**src/rtl/barcode_rx.sv**
```systemverilog
`default_nettype none
// +----------------------------------------------------------------------------+
// | barcode_rx: start-bit-timed serial barcode decoder with sticky station ID.  |
// | Revision: 1.0                                                              |
// +----------------------------------------------------------------------------+
module barcode_rx #(
   parameter int CNT_W = 22
) (
   input  logic       clk,
   input  logic       rst_n,
   input  logic       BC,
   output logic [7:0] ID,
   output logic       ID_vld,
   input  logic       clr_ID_vld
);

   typedef enum logic [2:0] {
      IDLE      = 3'd0,
      START     = 3'd1,
      WAIT_FALL = 3'd2,
      SAMPLE    = 3'd3,
      DONE      = 3'd4
   } state_t;

   localparam logic [CNT_W-1:0] C_CNT_MAX = '1;

   state_t           r_state;
   state_t           w_state_nxt;
   logic             r_bc_ff1;
   logic             r_bc_s;
   logic             r_bc_q;
   logic [CNT_W-1:0] r_per_cnt;
   logic [CNT_W-1:0] r_period;
   logic [CNT_W-1:0] r_smp_cnt;
   logic [2:0]       r_bit_cnt;
   logic [7:0]       r_shift;
   logic [7:0]       r_id;
   logic             r_id_vld;

   logic w_fall;
   logic w_rise;
   logic w_per_clr;
   logic w_per_inc;
   logic w_per_latch;
   logic w_smp_clr;
   logic w_smp_inc;
   logic w_sample;
   logic w_load_id;

   assign w_fall = r_bc_q & ~r_bc_s;
   assign w_rise = ~r_bc_q & r_bc_s;
   assign ID     = r_id;
   assign ID_vld = r_id_vld;

   // Preset to 1 so an idle-high line produces no spurious edge out of reset.
   always_ff @(posedge clk or negedge rst_n) begin
      if (!rst_n) begin
         r_bc_ff1 <= 1'b1;
         r_bc_s   <= 1'b1;
         r_bc_q   <= 1'b1;
      end else begin
         r_bc_ff1 <= BC;
         r_bc_s   <= r_bc_ff1;
         r_bc_q   <= r_bc_s;
      end
   end

   always_ff @(posedge clk or negedge rst_n) begin
      if (!rst_n) r_state <= IDLE;
      else        r_state <= w_state_nxt;
   end

   always_comb begin
      w_state_nxt = r_state;
      w_per_clr   = 1'b0;
      w_per_inc   = 1'b0;
      w_per_latch = 1'b0;
      w_smp_clr   = 1'b0;
      w_smp_inc   = 1'b0;
      w_sample    = 1'b0;
      w_load_id   = 1'b0;
      case (r_state)
         IDLE: begin
            if (w_fall) begin
               w_per_clr   = 1'b1;
               w_state_nxt = START;
            end
         end
         START: begin
            if (w_rise) begin
               w_per_latch = 1'b1;
               w_smp_clr   = 1'b1;
               w_state_nxt = WAIT_FALL;
            end else if (r_per_cnt == C_CNT_MAX) begin
               w_state_nxt = IDLE;
            end else if (!r_bc_s) begin
               w_per_inc = 1'b1;
            end
         end
         WAIT_FALL: begin
            if (w_fall) begin
               w_smp_clr   = 1'b1;
               w_state_nxt = SAMPLE;
            end else if (r_smp_cnt == C_CNT_MAX) begin
               w_state_nxt = IDLE;
            end else begin
               w_smp_inc = 1'b1;
            end
         end
         SAMPLE: begin
            // The sample point takes priority over a coincident edge.
            if (r_smp_cnt == r_period) begin
               w_sample    = 1'b1;
               w_smp_clr   = 1'b1;
               w_state_nxt = (r_bit_cnt == 3'd7) ? DONE : WAIT_FALL;
            end else if (w_fall) begin
               w_state_nxt = IDLE;
            end else begin
               w_smp_inc = 1'b1;
            end
         end
         DONE: begin
            w_load_id   = (r_shift[7:6] == 2'b00);
            w_state_nxt = IDLE;
         end
         default: w_state_nxt = IDLE;
      endcase
   end

   always_ff @(posedge clk or negedge rst_n) begin
      if (!rst_n) begin
         r_per_cnt <= '0;
         r_period  <= '0;
         r_smp_cnt <= '0;
         r_bit_cnt <= 3'd0;
         r_shift   <= 8'h00;
         r_id      <= 8'h00;
         r_id_vld  <= 1'b0;
      end else begin
         if (w_per_clr)      r_per_cnt <= '0;
         else if (w_per_inc) r_per_cnt <= r_per_cnt + 1'b1;

         if (w_per_latch) begin
            r_period  <= r_per_cnt;
            r_bit_cnt <= 3'd0;
         end else if (w_sample) begin
            r_bit_cnt <= r_bit_cnt + 1'b1;
         end

         if (w_smp_clr)      r_smp_cnt <= '0;
         else if (w_smp_inc) r_smp_cnt <= r_smp_cnt + 1'b1;

         if (w_sample) r_shift <= {r_shift[6:0], r_bc_s};

         // A new ID beats a same-cycle acknowledge so it is never lost.
         if (w_load_id) begin
            r_id     <= r_shift;
            r_id_vld <= 1'b1;
         end else if (clr_ID_vld) begin
            r_id_vld <= 1'b0;
         end
      end
   end

endmodule
`default_nettype wire

```
**config.mk**
```make
export PLATFORM = sky130hd
export DESIGN_NAME = barcode_rx
export DESIGN_NICKNAME = d
export VERILOG_FILES = /design/src/rtl/barcode_rx.sv
export SDC_FILE = /design/constraint.sdc
export NUM_CORES = 1
export LEC_CHECK = 0
export ABC_AREA = 1
export CAP_MARGIN = 40
export CORE_MARGIN = 10
export CORE_UTILIZATION = 35
export DETAILED_ROUTE_END_ITERATION = 8
export HOLD_SLACK_MARGIN = 0.05
export PLACE_DENSITY = 0.55
export SKIP_LAST_GASP = 1
export SLEW_MARGIN = 25
export SYNTH_ARGS = -nofsm -noshare
export SYNTH_HDL_FRONTEND = slang
export SYNTH_SLANG_ARGS = --single-unit
```
**constraint.sdc**
```tcl
create_clock -name clk -period 2.2 [get_ports clk]
set_input_delay 0.22 -clock clk [delete_from_list [all_inputs] [get_ports clk]]
set_output_delay 0.22 -clock clk [all_outputs]
set_load 0.01 [all_outputs]
```
==> key figures, run 1 <==
Outcome
  • Status: completed

Worst setup path
  • CP required: 2.44 ns
  • Worst stage delay on the critical path: 0.41 ns
  • Most common cell on crit path: nand2_1
  • Crit path cell chain: ha_2, nand2_2, nor2_4, nand2_1, nor3_2, nand2_1, nand3_1, nand2_1, buf_12, a21oi_1, nor2_1
  • Worst path bufs/invs: 1
  • Data arrival, critical path: 2.30 ns
  • Crit path max fanout: 24
  • Crit end category: flip-flop
  • WS Path Type: reg2reg
  • CP max-delay cell: dfrtp_1
  • CP Launch Type: flip-flop
  • Worst path top cell family by delay: simple AND/OR/NAND/NOR gates

Route
  • Routed wire length: 13.0 mm
  • Initial drt markers: 445
  • Antenna-violating nets left: 0
  • First drt pass iteration count: 5
  • Wire length per cell: 14.6 um
  • Via density: 4.92
  • Vias: 4,371
  • DRC: 0

Die
  • Die H: 141 um
  • I/O pin count: 13
  • Starting utilization of the core area: 0.354
  • DIE WIDTH: 141 um
  • Standard-cell rows: 44
  • Core Region: 0.0144 mm2
  • DIE AREA: 0.0198 mm2

Final layout
  • Fin area: 0.00591 mm2
  • Fraction of layout cells with a size suffix above 1: 0.106
  • Final core occ: 0.412
  • Non-Filler Instances: 889
  • Layout area overhead: 16.1%
  • Post-layout nets: 708
  • Ant. Diodes: 0
  • Layout filler cell count: 1,452

Synth
  • Synth top area share: 0.437
  • Syn_nets: 680
  • Top_reg_cell synth: dfrtp_1
  • Post-synth top cells: nand2_1 (190), inv_1 (91), dfrtp_1 (89)
  • EDFF count, synth: 0
  • Mapped Cells: 672
  • Synth warn: 0
  • Synth top area cells: dfrtp_1 (44%), nand2_1 (14%), inv_1 (6.7%)
  • Synth area leader: dfrtp_1
  • Syn avg cell area: 7.58 um2
  • Library cells used by synthesis: 30
  • Post-synth ARST share: 1.00
  • Synth Register Bits: 92
  • Sequential-to-total area share from yosys stat: 0.453
  • Post-Syn Area: 0.00509 mm2
  • Cell with the most instances after synthesis: nand2_1

Place
  • Post-place setup slack: -0.0929 ns
  • Port Buffers: 12
  • Placed cell area: 0.00551 mm2
  • Placed Cells: 869
  • RD Place Congestion: 0.871
  • DP HPWL: 9.30 mm

Clock network
  • CTS tree: built
  • # clock sinks: 92
  • CTS Buf Count: 9
  • Clock root buffer: clkbuf_16
  • CTS H-tree lvls: 3
  • Worst-Skew Late Latency: 0.35 ns
  • CTS Buffer Depth: 2
  • Clock slew at reported path FFs: 0.07 ns

Run
  • Max Cap Viol: 0

Timing
  • Fmax: 487 MHz
  • Worst-Margin Slew: 0.572 ns
  • Post-route clock period utilization: 0.934
  • Relative slew slack: 0.619
  • Setup Viol. Count Final: 0
  • RSZ-0062 raised after global routing: false
  • TNS Setup: 0 ns
  • Setup WS post-layout: 0.146 ns
  • Final Hold Vio Count: 0
  • Minimum hold slack: 0.280 ns
  • Final Critical Period: 2.05 ns
  • Setup Skew: 0.00550 ns
  • Slew Viols, Final: 0

Pwr
  • Leakage: 2.64 nW
  • Tot Pwr: 5.12 mW
  • Peak supply drop: 0.000530 V
  • Pwr/cell area: 866 mW/mm2

GRT
  • Initial antenna violation count: 0
  • Largest net degree at the start of global routing: 69
  • GRT Overall Usage: 0.137
  • Number of global-route vias before repair: 4,271
  • Global-route wire length before repair: 22.2 mm
  • Overflow after GRT: 0

Hold path
  • Worst Hold Class: in2reg
-- routing by layer --
metal / up-vias / share of wire / GRT usage / wire length, um
met1: 2082 / 0.51 / 0.192 / 6580
li1: 2198 / - / - / -
met5: - / 0 / 0 / 0
met3: 11 / 0.037 / 0.0269 / 474
met4: 0 / 0.014 / 0.0429 / 177
met2: 80 / 0.44 / 0.206 / 5740
-- worst paths after layout --
check	slack (ns)	startpoint	end	cells past startpoint
min in group asynchronous	0.32	rst_n	r_smp_cnt[4]	2
hold reg to reg	0.36	r_bc_ff1	r_bc_s	0
setup / recovery	0.15	r_smp_cnt[1]	r_smp_cnt[6]	11
max in group asynchronous	1.14	rst_n	r_bc_q	3
setup reg to reg	0.15	r_smp_cnt[1]	r_smp_cnt[6]	11
hold / removal	0.28	BC	r_bc_ff1	1
-- registers in the layout, summed over array words and instances (netlist names) --
name,cells
r_state,3
r_bc_s,1
ID_vld,1
r_bit_cnt,3
r_shift,8
r_bc_q,1
ID,8
r_period,22
r_per_cnt,22
r_smp_cnt,22
r_bc_ff1,1
-- worst register-to-register path: cells and delay by family, from the launching register on --
kind                       cells  cell delay [ns]
and+or+nand+nor                8             0.97
AOI/OAI and AO/OA              1             0.14
DFF                            1             0.41
adders and majority gates      1             0.26
buffers and inverters          1             0.17
-- layout by cell type, fill, tap and decap left out, types with 2 or more instances in the layout --
| cell | instances |
|---|---|
| buf_12 | 2 |
| buf_4 | 15 |
| ha_1 | 3 |
| nand4_1 | 17 |
| nor2_1 | 54 |
| nand2_1 | 189 |
| dfstp_2 | 3 |
| nor3_1 | 29 |
| clkbuf_16 | 9 |
| nand3b_1 | 15 |
| nor2_4 | 4 |
| inv_6 | 2 |
| dfrtp_1 | 89 |
| o21ai_1 | 7 |
| inv_1 | 90 |
| bufinv_16 | 2 |
| o21ai_0 | 52 |
| nand3_1 | 31 |
| a21oi_1 | 6 |
| nand2_2 | 3 |
| inv_2 | 7 |
| xor2_1 | 27 |
| o21ai_2 | 11 |
| nor2_2 | 5 |
| inv_8 | 2 |
| o31ai_1 | 5 |
| clkdlybuf4s50_1 | 11 |
| xnor2_1 | 2 |
| nand2_4 | 2 |
-- repair_timing --
action / in CTS / in global routing
cloned: 1 / 0
endpoints found under the setup margin: 15 / 37
hold buffers: 1 / 0
hold endpoints to repair: 24 / 0
resized for setup: 2 / 9
setup buffers: 0 / 2
pin swaps: 1 / 2
-- logic make-up (layout without fill, tap and decap cells) --
family	after synthesis	after routing	share of synthesized area
AOI/OAI and AO/OA	81	81	0.0894
xor gates and xnor gates	29	29	0.0499
adders and majority gates	4	4	0.00983
buffers and inverters	112	144	0.0867
DFF	92	92	0.453
and+or+nand+nor	354	355	0.311
-- cell type report --
type | instances | area, um2 | area share
clock buffer | 10 | 239 | 0.0404
tap | 184 | 230 | 0.0389
timing repair buffer | 30 | 284 | 0.0480
inverter | 98 | 370 | 0.0626
multi-input combinational | 469 | 2380 | 0.403
sequential | 92 | 2310 | 0.390
clock inverter | 6 | 100 | 0.0169
-- where the power goes --
group / switching (mW) / total, mW / internal (mW)
Clock: 0.736 / 1.79 / 1.05
Combinational: 0.958 / 1.36 / 0.404
Sequential: 0.121 / 1.97 / 1.85
Total: 1.81 / 5.12 / 3.31
No activity file was read; power rests on OpenSTA's default activity.
==> run 2, diff against run 1 <==
--- a/config.mk
+++ b/config.mk
@@ -9,6 +9,8 @@
 export CAP_MARGIN = 40
 export CORE_MARGIN = 10
 export CORE_UTILIZATION = 35
+export CTS_CLUSTER_DIAMETER = 200
+export CTS_CLUSTER_SIZE = 10
 export DETAILED_ROUTE_END_ITERATION = 8
 export HOLD_SLACK_MARGIN = 0.05
 export PLACE_DENSITY = 0.55
==> results of run 2 <==
Final layout, timing and power as in run 1 (identical DEF).
==> run 3, diff against run 2 <==
--- a/config.mk
+++ b/config.mk
@@ -7,7 +7,7 @@
 export LEC_CHECK = 0
 export ABC_AREA = 1
 export CAP_MARGIN = 40
-export CORE_MARGIN = 10
+export CORE_MARGIN = 5
 export CORE_UTILIZATION = 35
 export CTS_CLUSTER_DIAMETER = 200
 export CTS_CLUSTER_SIZE = 10
==> run 3 against run 2 <==
Against the previous run:
- wire length down 3.2%
- critical path depth increased by 2
- highest routed layer unchanged
- combinational power barely moved
- largest cell class unchanged
- worst hold slack lost 0.0066 ns
- fmax rose by 1.4%
- sequential share of layout area is 0.36 points higher
- first-iteration DRC count shrank 12%
- utilization is 0.49 points lower
- cell count is the same
- via count down 0.92%
- global-route usage increased by 2.0 points
==> key figures, run 3 (same netlist as run 1, synthesis figures left out) <==
Final layout
  • Reg area: 0.00231 mm2 (+0.11%)
  • Leading cell type in the layout, fill and taps excluded: nand2_1
  • Post-layout nets: 708 (unchanged)
  • Largest registers: r_per_cnt x22, r_period x22, r_smp_cnt x22
  • Final core occ: 0.407 (-0.00487)
  • Fraction of layout cells with a size suffix above 1: 0.109 (+0.00284)
  • Ant. Diodes: 0 (unchanged)
  • Layout area overhead: 15.2%
  • Commonest non-fill, non-tap cells in the layout: nand2_1 (189), inv_1 (90), dfrtp_1 (87)
  • Layout filler cell count: 1,501 (+3.4%)
  • Non-Filler Instances: 889 (unchanged)
  • Multi-input gate area: 0.00240 mm2 (+0.58%)

Outcome
  • Status: completed

Timing
  • Relative slew slack: 0.577 (-0.0416)
  • Fmax: 494 MHz (+1.4%)
  • Final Critical Period: 2.02 ns (-0.0289 ns)
  • TNS Setup: 0 ns (unchanged)
  • Setup Viol. Count Final: 0 (unchanged)
  • Slew Viols, Final: 0 (unchanged)
  • Post-route clock period utilization: 0.920 (-0.0131)
  • Worst-Margin Slew: 0.634 ns (+0.0624 ns)
  • Final Hold Vio Count: 0 (unchanged)
  • Setup Skew: 0.00548 ns (-0.0000119 ns)
  • Setup WS post-layout: 0.175 ns (+0.0289 ns)

Route
  • Antenna-violating nets left: 0 (unchanged)
  • Vias: 4,331 (-0.92%)
  • Via density: 4.87 (-0.92%)
  • Initial drt markers: 392 (-12%)
  • Wire length per cell: 14.1 um (-3.2%)
  • Routed wire length: 12.6 mm (-3.2%)
  • DRC: 0 (unchanged)
  • First drt pass iteration count: 6 (+1)

Die
  • DIE AREA: 0.0171 mm2 (-14%)
  • DIE WIDTH: 131 um (-7.1%)
  • Starting utilization of the core area: 0.353 (-0.00135)
  • Standard-cell rows: 44 (unchanged)
  • Core Region: 0.0144 mm2 (+0.38%)
  • I/O pin count: 13 (unchanged)
  • Die H: 131 um (-7.1%)

Pwr
  • Pwr/cell area: 822 mW/mm2 (-5.2%)
  • Proportion of power drawn by the clock network: 0.310 (-0.039)
  • Comb power frac: 0.276 (+0.010)
  • Leakage: 2.60 nW (-1.4%)
  • Switching Share: 0.368 (+0.0138)
  • Sequential Power Share: 0.414 (+0.029)
  • P_sw: 1.77 mW (-2.3%)
  • Internal Power: 3.05 mW (-8.0%)
  • Peak supply drop: 0.000430 V (-19%)

Clock network
  • CTS Buf Count: 9 (unchanged)
  • CTS H-tree lvls: 3 (unchanged)
  • Clock root buffer: clkbuf_16
  • CTS tree: built
  • # clock sinks: 92 (unchanged)
  • Worst-Skew Late Latency: 0.35 ns (about the same)
  • CTS Buffer Depth: 2 (unchanged)
  • Clock slew at reported path FFs: 0.07 ns (about the same)

GRT
  • Initial antenna violation count: 0 (unchanged)
  • Overflow after GRT: 0 (unchanged)
  • Largest net degree at the start of global routing: 44 (-36%)
  • Number of global-route vias before repair: 4,157 (-2.7%)
  • Global-route wire length before repair: 20.8 mm (-6.2%)
  • GRT Overall Usage: 0.156 (+0.0196)

Run
  • Max Cap Viol: 0 (unchanged)

Place
  • Placed Cells: 870 (+0.12%)
  • DP HPWL: 9.23 mm (-0.78%)
  • Post-place setup slack: -0.0101 ns (+0.0829 ns)
  • RD Place Congestion: 0.880 (+1.0%)
  • Port Buffers: 12 (unchanged)

Worst setup path
  • Crit path max fanout: 6 (-75%)
  • Crit end category: flip-flop
  • CP Launch Type: flip-flop
  • CP required: 2.48 ns (+0.04 ns)
  • Data arrival, critical path: 2.30 ns (about the same)
  • WS Path Type: reg2reg

Hold path
  • Worst Hold Class: in2reg
## run 3: changes by cell type in the layout (fill, tap and decap cells not counted), moves of 2 or more
cell,before,now
dfrtp_1,89,87
dfrtp_2,0,2
clkinv_2,0,2
ha_4,0,2
bufinv_16,2,0
## run 3: power by group through the flow
stage          clock network (mW)  registers (mW)  logic, mW
2_1_floorplan                   0            1.98      0.888
3_3_place_gp                    0            2.00       1.23
3_5_place_dp                    0            2.01       1.25
4_1_cts                      1.55            1.98       1.27
5_1_grt                      1.62            2.01       1.49
6_report                     1.50            1.99       1.33
## run 3: what timing repair did
item | in CTS | in global routing
buffers inserted | 0 | 1
pin swaps | 0 | 1
hold buffers | 1 | 0
endpoints found under the setup margin | 7 | 43
gates cloned | 0 | 1
resized for setup | 2 | 10
hold endpoints to repair | 41 | 0
## run 3: area by class of cell
cell class | instances | share of cell area
Sequential cell | 92 | 0.393
Clock inverter | 7 | 0.00960
Clock buffer | 9 | 0.0384
Multi-Input combinational cell | 469 | 0.409
Inverter | 98 | 0.0627
Timing Repair Buffer | 30 | 0.0478
Tap cell | 184 | 0.0392
## run 3: final timing paths
kind | slack, ns | startpoint | depth (start not counted) | endpoint
setup / recovery | 0.18 | r_per_cnt[0] | 13 | r_per_cnt[2]
hold / removal | 0.27 | BC | 1 | r_bc_ff1
setup reg to reg | 0.18 | r_per_cnt[0] | 13 | r_per_cnt[2]
hold reg to reg | 0.36 | r_bc_ff1 | 0 | r_bc_s
max in group asynchronous | 1.13 | rst_n | 3 | r_bc_ff1
min in group asynchronous | 0.40 | rst_n | 2 | r_smp_cnt[4]
## run 3: critical path, cell delays in order (launching register included)
cell,delay (ns)
dfrtp_1,0.44
ha_4,0.20
nand2_1,0.08
inv_1,0.05
nand3_1,0.13
nor2_2,0.06
nand2_1,0.12
nor2_2,0.07
nand2_2,0.10
nand2_1,0.07
nor2_2,0.24
buf_4,0.21
nand2_1,0.05
a21oi_1,0.13
## run 3: routing by layer
layer	vias to the layer above	track usage	routed length [um]
met5	-	0	0
met4	0	0.0478	184
met3	16	0.0394	531
met2	96	0.240	5760
met1	2019	0.219	6070
li1	2200	-	-
## run 3: per-stage QoR
step | cell area [um2] | hold slack (ns) | total power, mW
2_1_floorplan | 5090 | -0.0756 | 2.86
3_3_place_gp | 5510 | 0.253 | 3.23
3_5_place_dp | 5510 | 0.252 | 3.26
4_1_cts | 5810 | 0.265 | 4.79
5_1_grt | 5870 | 0.262 | 5.13
6_report | 5870 | 0.274 | 4.82
